===== src/rtl/ae_pkg.sv =====
// Shared constants, state encoding and helpers for the arithmetic-encoder
// renormalisation block and its bit accumulator.
package ae_pkg;

  localparam int PREC   = 16;
  localparam int PEND_W = 4;
  localparam int CNT_W  = 5;

  localparam logic [PREC-1:0]   HALF          = 16'h8000;
  localparam logic [PREC-1:0]   QUARTER       = 16'h4000;
  localparam logic [PREC-1:0]   THREE_QUARTER = 16'hC000;
  localparam logic [PEND_W-1:0] PEND_MAX      = '1;
  localparam logic [CNT_W-1:0]  FULL_COUNT    = CNT_W'(PREC);

  typedef enum logic [1:0] {
    ST_IDLE,
    ST_SHIFT,
    ST_FLUSH,
    ST_DONE
  } state_t;

  // Underflow run length never wraps; it sticks at the largest encodable value.
  function automatic logic [PEND_W-1:0] pend_sat_inc(input logic [PEND_W-1:0] p);
    return (p == PEND_MAX) ? p : p + PEND_W'(1);
  endfunction

endpackage


===== src/rtl/ae_bit_accum.sv =====
// Collects resolved bits MSB-first into a 16-bit word and emits it when full,
// when an underflow run must follow it, or when the encoder flushes.
module ae_bit_accum
  import ae_pkg::*;
(
  input  logic              clk,
  input  logic              rst,
  input  logic              i_push,
  input  logic              i_bit,
  input  logic              i_force,
  input  logic [PEND_W-1:0] i_pending,
  output logic [PREC-1:0]   o_bits,
  output logic [CNT_W-1:0]  o_count,
  output logic              o_bits_valid,
  output logic [PEND_W-1:0] o_pending,
  output logic              o_pending_valid
);

  logic [PREC-1:0]  r_acc;
  logic [CNT_W-1:0] r_cnt;

  logic [PREC-1:0]  w_acc_next;
  logic [CNT_W-1:0] w_cnt_next;
  logic             w_has_pend;
  logic             w_emit;

  // Oldest bit drifts upward, so the word stays right-aligned with zeros above.
  always_comb begin
    w_acc_next = (r_acc << 1) | PREC'(i_bit);
    w_cnt_next = r_cnt + CNT_W'(1);
    w_has_pend = (i_pending != '0);
    w_emit     = i_push && (i_force || w_has_pend || (w_cnt_next == FULL_COUNT));
  end

  always_ff @(posedge clk or posedge rst) begin
    if (rst) begin
      r_acc           <= '0;
      r_cnt           <= '0;
      o_bits          <= '0;
      o_count         <= '0;
      o_bits_valid    <= 1'b0;
      o_pending       <= '0;
      o_pending_valid <= 1'b0;
    end else begin
      o_bits          <= '0;
      o_count         <= '0;
      o_bits_valid    <= 1'b0;
      o_pending       <= '0;
      o_pending_valid <= 1'b0;
      if (w_emit) begin
        o_bits          <= w_acc_next;
        o_count         <= w_cnt_next;
        o_bits_valid    <= 1'b1;
        o_pending       <= i_pending;
        o_pending_valid <= w_has_pend;
        r_acc           <= '0;
        r_cnt           <= '0;
      end else if (i_push) begin
        r_acc <= w_acc_next;
        r_cnt <= w_cnt_next;
      end
    end
  end

endmodule


===== src/rtl/ae_renorm.sv =====
// Interval renormalisation for a 16-bit binary arithmetic encoder: one E1/E2/E3
// step per cycle, resolved bits handed to ae_bit_accum, end-of-stream flush.
module ae_renorm
  import ae_pkg::*;
(
  input  logic        clk,
  input  logic        rst,
  input  logic [15:0] low_in,
  input  logic [15:0] high_in,
  input  logic        sym_valid,
  input  logic        finish,
  output logic        sym_ready,
  output logic [15:0] low_out,
  output logic [15:0] high_out,
  output logic        range_valid,
  output logic [15:0] bits_out,
  output logic [4:0]  bits_count_out,
  output logic        bits_valid,
  output logic [3:0]  pending_bits_out,
  output logic        pending_valid,
  output logic        done,
  output logic        pend_ovf
);

  state_t r_state;
  state_t w_next_state;

  logic [PREC-1:0]   r_low;
  logic [PREC-1:0]   r_high;
  logic [PEND_W-1:0] r_pending;
  logic              r_pend_ovf;
  logic              r_sym_ready;
  logic [PREC-1:0]   r_low_out;
  logic [PREC-1:0]   r_high_out;
  logic              r_range_valid;
  logic              r_done;

  logic              w_accept;
  logic              w_is_e1;
  logic              w_is_e2;
  logic              w_is_e3;
  logic              w_rule;
  logic [PREC-1:0]   w_low_sub;
  logic [PREC-1:0]   w_high_sub;
  logic [PREC-1:0]   w_low_step;
  logic [PREC-1:0]   w_high_step;

  logic              w_push;
  logic              w_bit;
  logic              w_force;
  logic [PEND_W-1:0] w_pend_to_accum;
  logic              w_range_pulse;
  logic              w_done_pulse;

  // sym_ready is registered so it stays low for the first cycle after reset.
  assign w_accept = (r_state == ST_IDLE) && r_sym_ready && sym_valid;

  // E1 takes precedence over E2, E2 over E3.
  always_comb begin
    w_is_e1     = (r_high < HALF);
    w_is_e2     = !w_is_e1 && (r_low >= HALF);
    w_is_e3     = !w_is_e1 && !w_is_e2 && (r_low >= QUARTER) && (r_high < THREE_QUARTER);
    w_rule      = w_is_e1 || w_is_e2 || w_is_e3;
    w_low_sub   = r_low;
    w_high_sub  = r_high;
    if (w_is_e2) begin
      w_low_sub  = r_low - HALF;
      w_high_sub = r_high - HALF;
    end else if (w_is_e3) begin
      w_low_sub  = r_low - QUARTER;
      w_high_sub = r_high - QUARTER;
    end
    w_low_step  = w_low_sub << 1;
    w_high_step = (w_high_sub << 1) | PREC'(1);
  end

  always_ff @(posedge clk or posedge rst) begin
    if (rst) r_state <= ST_IDLE;
    else     r_state <= w_next_state;
  end

  always_comb begin
    w_next_state = r_state;
    case (r_state)
      ST_IDLE: begin
        if (w_accept)                    w_next_state = ST_SHIFT;
        else if (r_sym_ready && finish)  w_next_state = ST_FLUSH;
      end
      ST_SHIFT: if (!w_rule) w_next_state = ST_IDLE;
      ST_FLUSH: w_next_state = ST_DONE;
      ST_DONE:  w_next_state = ST_IDLE;
      default:  w_next_state = ST_IDLE;
    endcase
  end

  always_comb begin
    w_push          = 1'b0;
    w_bit           = 1'b0;
    w_force         = 1'b0;
    w_pend_to_accum = '0;
    w_range_pulse   = 1'b0;
    w_done_pulse    = 1'b0;
    case (r_state)
      ST_SHIFT: begin
        w_push          = w_is_e1 || w_is_e2;
        w_bit           = w_is_e2;
        w_pend_to_accum = w_push ? r_pending : '0;
        w_range_pulse   = !w_rule;
      end
      ST_FLUSH: begin
        w_push          = 1'b1;
        w_force         = 1'b1;
        w_bit           = (r_low >= QUARTER);
        w_pend_to_accum = pend_sat_inc(r_pending);
      end
      ST_DONE:  w_done_pulse = 1'b1;
      default:  w_done_pulse = 1'b0;
    endcase
  end

  // Resolving a bit always drains the pending run: emitted with it or already zero.
  always_ff @(posedge clk or posedge rst) begin
    if (rst) begin
      r_low         <= '0;
      r_high        <= '0;
      r_pending     <= '0;
      r_pend_ovf    <= 1'b0;
      r_sym_ready   <= 1'b0;
      r_low_out     <= '0;
      r_high_out    <= '0;
      r_range_valid <= 1'b0;
      r_done        <= 1'b0;
    end else begin
      r_sym_ready   <= (w_next_state == ST_IDLE);
      r_range_valid <= w_range_pulse;
      r_done        <= w_done_pulse;
      if (w_accept) begin
        r_low  <= low_in;
        r_high <= high_in;
      end else if ((r_state == ST_SHIFT) && w_rule) begin
        r_low  <= w_low_step;
        r_high <= w_high_step;
      end
      if (w_range_pulse) begin
        r_low_out  <= r_low;
        r_high_out <= r_high;
      end
      if (r_state == ST_FLUSH) begin
        r_pending <= '0;
      end else if (r_state == ST_SHIFT) begin
        if (w_is_e3) begin
          r_pending <= pend_sat_inc(r_pending);
          if (r_pending == PEND_MAX) r_pend_ovf <= 1'b1;
        end else if (w_push) begin
          r_pending <= '0;
        end
      end
      if (r_state == ST_DONE) r_pend_ovf <= 1'b0;
    end
  end

  ae_bit_accum u_accum (
    .clk             (clk),
    .rst             (rst),
    .i_push          (w_push),
    .i_bit           (w_bit),
    .i_force         (w_force),
    .i_pending       (w_pend_to_accum),
    .o_bits          (bits_out),
    .o_count         (bits_count_out),
    .o_bits_valid    (bits_valid),
    .o_pending       (pending_bits_out),
    .o_pending_valid (pending_valid)
  );

  assign sym_ready   = r_sym_ready;
  assign low_out     = r_low_out;
  assign high_out    = r_high_out;
  assign range_valid = r_range_valid;
  assign done        = r_done;
  assign pend_ovf    = r_pend_ovf;

endmodule


===== config.mk =====
export PLATFORM = sky130hd
export DESIGN_NAME = ae_renorm
export DESIGN_NICKNAME = d
export VERILOG_FILES = /design/src/rtl/ae_pkg.sv /design/src/rtl/ae_bit_accum.sv /design/src/rtl/ae_renorm.sv
export SDC_FILE = /design/constraint.sdc
export NUM_CORES = 1
export LEC_CHECK = 0
export ABC_AREA = 1
export ABC_CLOCK_PERIOD_IN_PS = 10550
export CELL_PAD_IN_SITES_DETAIL_PLACEMENT = 1
export CELL_PAD_IN_SITES_GLOBAL_PLACEMENT = 1
export CORE_MARGIN = 2
export CORE_UTILIZATION = 44
export CTS_BUF_LIST = sky130_fd_sc_hd__clkbuf_4 sky130_fd_sc_hd__clkbuf_8
export DETAILED_ROUTE_END_ITERATION = 16
export GPL_TIMING_DRIVEN = 0
export PLACE_DENSITY_LB_ADDON = 0.05
export SYNTH_ARGS = -nofsm -noshare
export SYNTH_HDL_FRONTEND = slang
export SYNTH_SLANG_ARGS = --single-unit

===== constraint.sdc =====
create_clock -name clk -period 10.55 [get_ports clk]
set_input_delay 2.11 -clock clk [delete_from_list [all_inputs] [get_ports clk]]
set_output_delay 2.11 -clock clk [all_outputs]
set_load 0.02 [all_outputs]

Yosys cells after proc, flatten, opt, wreduce, memory -nomap -nowiden
Index checks and enable logic that the tools add are counted.
Operators by class
  eq/ne operators: 6
  bitwise logic cells: 1
  multiplexer cells: 38
  $add $sub $neg: 6
  order comparisons: 4
  reduce and logical (&&, ||, !) cells: 28
Operator list (number)
  $mux W15: 6
  $mux W16: 5
  $lt A16 B16 Y1 const B: 2
  $sub A15 B1 Y15 const B: 2
  $sub A15 B15 Y15 const B: 2
  $mux W4: 7
  $ge A16 B15 Y1 const B: 1
  $ge A16 B16 Y1 const B: 1
  $or A16 B1 Y16: 1
  $mux W5: 3
  $reduce_bool A2 Y1: 6
  $mux W1: 10
  $logic_and A1 B1 Y1: 9
  $pmux W2 S4: 1
  $pmux W4 S2: 1
  $mux W2: 3
  $add A5 B1 Y5 const B: 1
  $eq A5 B5 Y1 const B: 1
  $add A4 B1 Y4 const B: 1
  $eq A2 B2 Y1 const B: 2
  $eq A4 B4 Y1 const B: 1
  $logic_not A2 Y1: 2
  $logic_or A1 B1 Y1: 4
  $pmux W1 S2: 2
  7 further kinds: 9
Word-level totals
  bits of input ports: 36
  output and inout bits: 63
  logic and storage cells: 100
  bits in registers: 121

Depth between registers and ports, before layout
  depth in word-level cells: 11
  depth in mapped cells: 13
  mapped depth without buffers: 12

Hierarchy
Synthesis repeated with hierarchy kept, for this count alone.
Unflattened totals
  cell total of the unflattened synthesis: 635
  area, all modules: 5539.1 sq um
By module, submodules not included
  ae_renorm: instances 1, seq. area each 1851.8 sq um, cells each 436, area an instance 3629.7 sq um
  ae_bit_accum: instances 1, seq. area each 1176.1 sq um, cells each 199, area an instance 1909.3 sq um

Worst setup path before layout
OpenSTA, ideal clock, no wires.
  path kind: in2reg
  from: input sym_valid
  to: register r_low[15]
  path slack: 7573 ps
  required time: 10420 ps
  library setup time: 130 ps
  data arrival time: 2846 ps
  buffers on the path: 1
  stages on the path: 5
  cells stage by stage: nand3_1 > clkbuf_1 > o21ai_0 > o211ai_1 > o21ai_0
Between the ends
  cells in the longest elaborated chain, start to end: 2
  elaborated cells on any way between the ends: 3
  classes of those cells: 1 x mux; 2 x reduce/logical
RTL lines
  start: declaration: line ae_renorm.sv:10  | input logic sym_valid,
  $logic_and A1 B1 Y1 (*): line ae_renorm.sv:56  | assign w_accept = (r_state == ST_IDLE) && r_sym_ready && sym_valid;
  $mux W16 / $reduce_bool A2 Y1 (equally long branches)
  end signal: assignment: line ae_renorm.sv:138  | r_low <= low_in;
  end signal: assignment: line ae_renorm.sv:141  | r_low <= w_low_step;
  end: declaration: line ae_renorm.sv:28  | logic [PREC-1:0] r_low;
Every way passes the cells marked *; elsewhere a longest branch is shown, timed or not.
A chain may end at the register's enable or synchronous reset.

Worst setup path after layout
  from: register r_high_out[1] (netlist: high_out[1])
  to: output high_out[1]
RTL lines
  start: declaration: line ae_renorm.sv:34  | logic [PREC-1:0] r_high_out;
  start signal: assignment: line ae_renorm.sv:146  | r_high_out <= r_high;
  end: declaration: line ae_renorm.sv:14  | output logic [15:0] high_out,
No word-level cell between the ends.

==> metrics list <==
- The run finished with clean final reports.
- Along the worst path, the maximum fanout reaches 2.
- Via count of the first global-routing pass: 4593
- Yosys printed 0 warnings.
* RR Startpoint: r_state[1]$_DFF_PP0_
- Depth of the worst register-to-register path: 9
- Via-to-Cell Ratio: 5.17
- Endpoint type of the worst setup path: primary output
- The top cell type by area accounts for between 50 and 60% of the synthesized area.
- Clock-pin slew was measured on the worst setup and hold paths at 0.08 ns.
- The initial utilization of the core area, before any placement, comes to 44.8%.
- Most common cell after layout, fill and taps aside: sky130_fd_sc_hd__nand2_1
- Period utilization: 33.8%
* Final estimated routing congestion in global placement: 0.804
- Buffers & Inverters on Critical Path: 1
- The worst hold path begins at high_out[15]$_DFFE_PP0P_.
* Routed length per instance: 16.2 microns
- Post-synth top area cell: sky130_fd_sc_hd__dfrtp_1
- The total count of hold-check failures in the final report came to 0.
- In this run the critical register-to-register path is captured at u_accum.r_acc[14]$_DFFE_PP0P_.
* Router iterations before antenna repair: 4
- For this run, the register share of the synthesized area comes to 59.7%.
- Number of maximum-capacitance constraint violations: 0
- Count of boundary I/O pins: 99
- The die covers 12400 sq um.
- Worst-Skew Late Latency: 0.44 ns
- Overall power consumption after layout is estimated at 1.91 mW.
- Required time at the worst-slack endpoint: 8.44 ns
- Summing every instance area after synthesis gives roughly 5100 sq um.
- Arrival time worst endpoint: 1.45 ns
- In the global route stage, overall resource usage came out at ~23%.
- The repair_antennas step left the layout with diodes totalling 0.
- Instance count along the most critical hold path: 1
- Startpoint class of the critical path: flop
- Derived from the worst setup path, the maximum achievable clock frequency is approximately 280 MHz.
- In this run the standard cell core region covers approximately 11000 sq um.
- Final design area excluding fillers: 6650 sq um
- In the final timing run, aggregate negative setup slack is 0 ns.
* Commonest cells after routing, fill and taps aside: 129 x sky130_fd_sc_hd__nand2_1, 121 x sky130_fd_sc_hd__dfrtp_1, 98 x sky130_fd_sc_hd__clkdlybuf4s50_1
- Pin count of the biggest net entering global routing: 83
- By area the synthesized netlist is led by sky130_fd_sc_hd__dfrtp_1 60%, sky130_fd_sc_hd__nand2_1 9.6%, sky130_fd_sc_hd__o21ai_0 6.5%.
- The number of placed instances, taps included, is 787.
- In the routed design, unresolved DRC markers number 0.
* Clock H-tree levels: 4
* Ratio of cells with drive above 1 in the final layout: 8.73%
* End-of-flow core utilization: 58.8%
- Category of cells accounting for the largest share of critical-path delay: buffers and inverters
- Total Routed Length: approximately 13000 microns
* Final-layout worst hold slack: 0.482 ns
- The smallest clock period supported by the final layout is computed as 3.56 ns.
* CTS hold repair buffers: 0
* First-pass GRT wire length: 22600 microns
- Worst-case vdd ir drop: 128 uV
* CTS tree: done
* Worst slew pin tran: approximately 0.53 ns
* Number of port buffers: 98
* GR Overflow Total: 0
- The area growth from synthesis to layout is 31.2%.
- In the synthesized netlist the dominant register cell turns out to be sky130_fd_sc_hd__dfrtp_1.
- For this block, the via count after detailed routing is 4231.
* Final net count: 705
- In this run the power density over the cells is between 200 and 300 nW/um^2.
- Cells resized by post-CTS repair: 0
- Normalized max-slew margin: 64.3%
* Number of cells on the critical path: 1
- Delay of the slowest cell on the worst path: approximately 0.62 ns
- Number of clock sinks: ~120
- The count of nets left with antenna violations once routing finished came out at 0.
- In this run the post-CTS setup repair buffer count came out at 0.
- After synthesis, the netlist uses 29 different library cells.
* Worst slack at placement: 6.67 ns
- Dividing the synthesized area by the synthesized cell count gives slightly above 9 sq um.
* Leak Pwr: 3.29 nW
* Number of CTS-inserted buffers: 17
- Synthesis produced approximately 550 cells.
* Layout Skew: 0.00816 ns
- The first routing iteration left 146 violations.
- Class of the worst hold path: reg -> reg
* Number of synthesized flops with an enable pin: 0
* Slowest cell on crit path: sky130_fd_sc_hd__clkdlybuf4s50_1
- Setup repair after global routing left no endpoint under its margin.
- Summed over all nets, the half-perimeter wirelength after detailed placement is 9350 microns.
- Non-filler instance count after layout: 819
* Final setup slack of the worst path: 6.99 ns
- Counting along the longest clock path gives a buffer depth of 2.
- The setup check on the worst reg-to-reg path leaves a slack of 8.33 ns.
- Setup violations remaining at the end of the flow were counted as 0.
* Max-slew violation count: 0
* List of cells traversed by the critical path: clkdlybuf4s50_1
- Die outline width: between 100 and 150 microns
- Cell Rows: 39
- Flop and latch count out of synthesis: about 120
* Number of antenna violations at the first check in global routing: 0
- In this run the vertical extent of the chip is 111 microns.
* Syn nets: approximately 590
- Setup CP Type: reg -> out
- Proportion of synthesized flip-flops having asynchronous set or reset: 100%
- Root Buffer: sky130_fd_sc_hd__clkbuf_8
- The worst hold path terminates at high_out[15]$_DFFE_PP0P_.
- Placement Cell Area: 6260 sq um
-- routing by layer --
layer | track usage [%] | routed length, microns | vias up
met3 | 5.88 | 562 | 17
met2 | 37.3 | 6520 | 93
met5 | 0 | 0 | -
met1 | 30.4 | 6040 | 2117
met4 | 7.33 | 182 | 0
li1 | - | - | 2004
-- registers in the layout, summed over array words and instances (netlist names) --
name	cells
u_accum.o_pending	4
high_out	16
u_accum.o_bits	16
r_low	16
u_accum.r_cnt	5
u_accum.o_bits_valid	1
low_out	16
range_valid	1
u_accum.r_acc	15
r_state	2
u_accum.o_pending_valid	1
done	1
sym_ready	1
u_accum.o_count	5
pend_ovf	1
r_pending	4
r_high	16
-- worst max path at each step --
stage | from | to
2_1_floorplan | rst | done$_DFF_PP0_
3_3_place_gp | rst | low_out[1]$_DFFE_PP0P_
3_5_place_dp | sym_valid | r_low[1]$_DFFE_PP0P_
4_1_cts | high_out[1]$_DFFE_PP0P_ | high_out[1]
5_1_grt | high_out[8]$_DFFE_PP0P_ | high_out[8]
6_report | high_out[1]$_DFFE_PP0P_ | high_out[1]
-- synth_stat cells (3+ instances only) --
cell and number:
sky130_fd_sc_hd__nand2_1 129, sky130_fd_sc_hd__dfrtp_1 121, sky130_fd_sc_hd__inv_1 75, sky130_fd_sc_hd__o21ai_0 66
sky130_fd_sc_hd__o211ai_1 28, sky130_fd_sc_hd__nor2_1 25, sky130_fd_sc_hd__nand4_1 20, sky130_fd_sc_hd__nand3_1 18
sky130_fd_sc_hd__clkbuf_1 16, sky130_fd_sc_hd__buf_2 6, sky130_fd_sc_hd__ha_1 6, sky130_fd_sc_hd__a21oi_1 5
sky130_fd_sc_hd__a21oi_2 3, sky130_fd_sc_hd__buf_4 3, sky130_fd_sc_hd__nand2_2 3, sky130_fd_sc_hd__o21ai_1 3
-- layout make-up --
class | count | area (sq um)
plain buffers | 27 | 135
clock buffers | 19 | 262
clock inverters | 13 | 128
fillers | 1316 | 4670
inverters | 77 | 294
multi-input cells | 320 | 1620
flip-flops and latches | 121 | 3030
well taps | 143 | 179
repair buffers | 99 | 1010
-- cells by family after synthesis --
kind of cell / synth area share, %
AOI/OAI and AO/OA: 12.7
xor gates and xnor gates: 0.346
adders and majority gates: 1.48
buffers and inverters: 8.37
DFF: 59.7
and+or+nand+nor: 17.3
-- report_power, final --
group	switching (mW)	total, mW	internal, mW
Sequential	0.0785	0.688	0.609
Combinational	0.518	0.810	0.291
Clock	0.190	0.409	0.219
No activity file was read; power rests on OpenSTA's default activity.
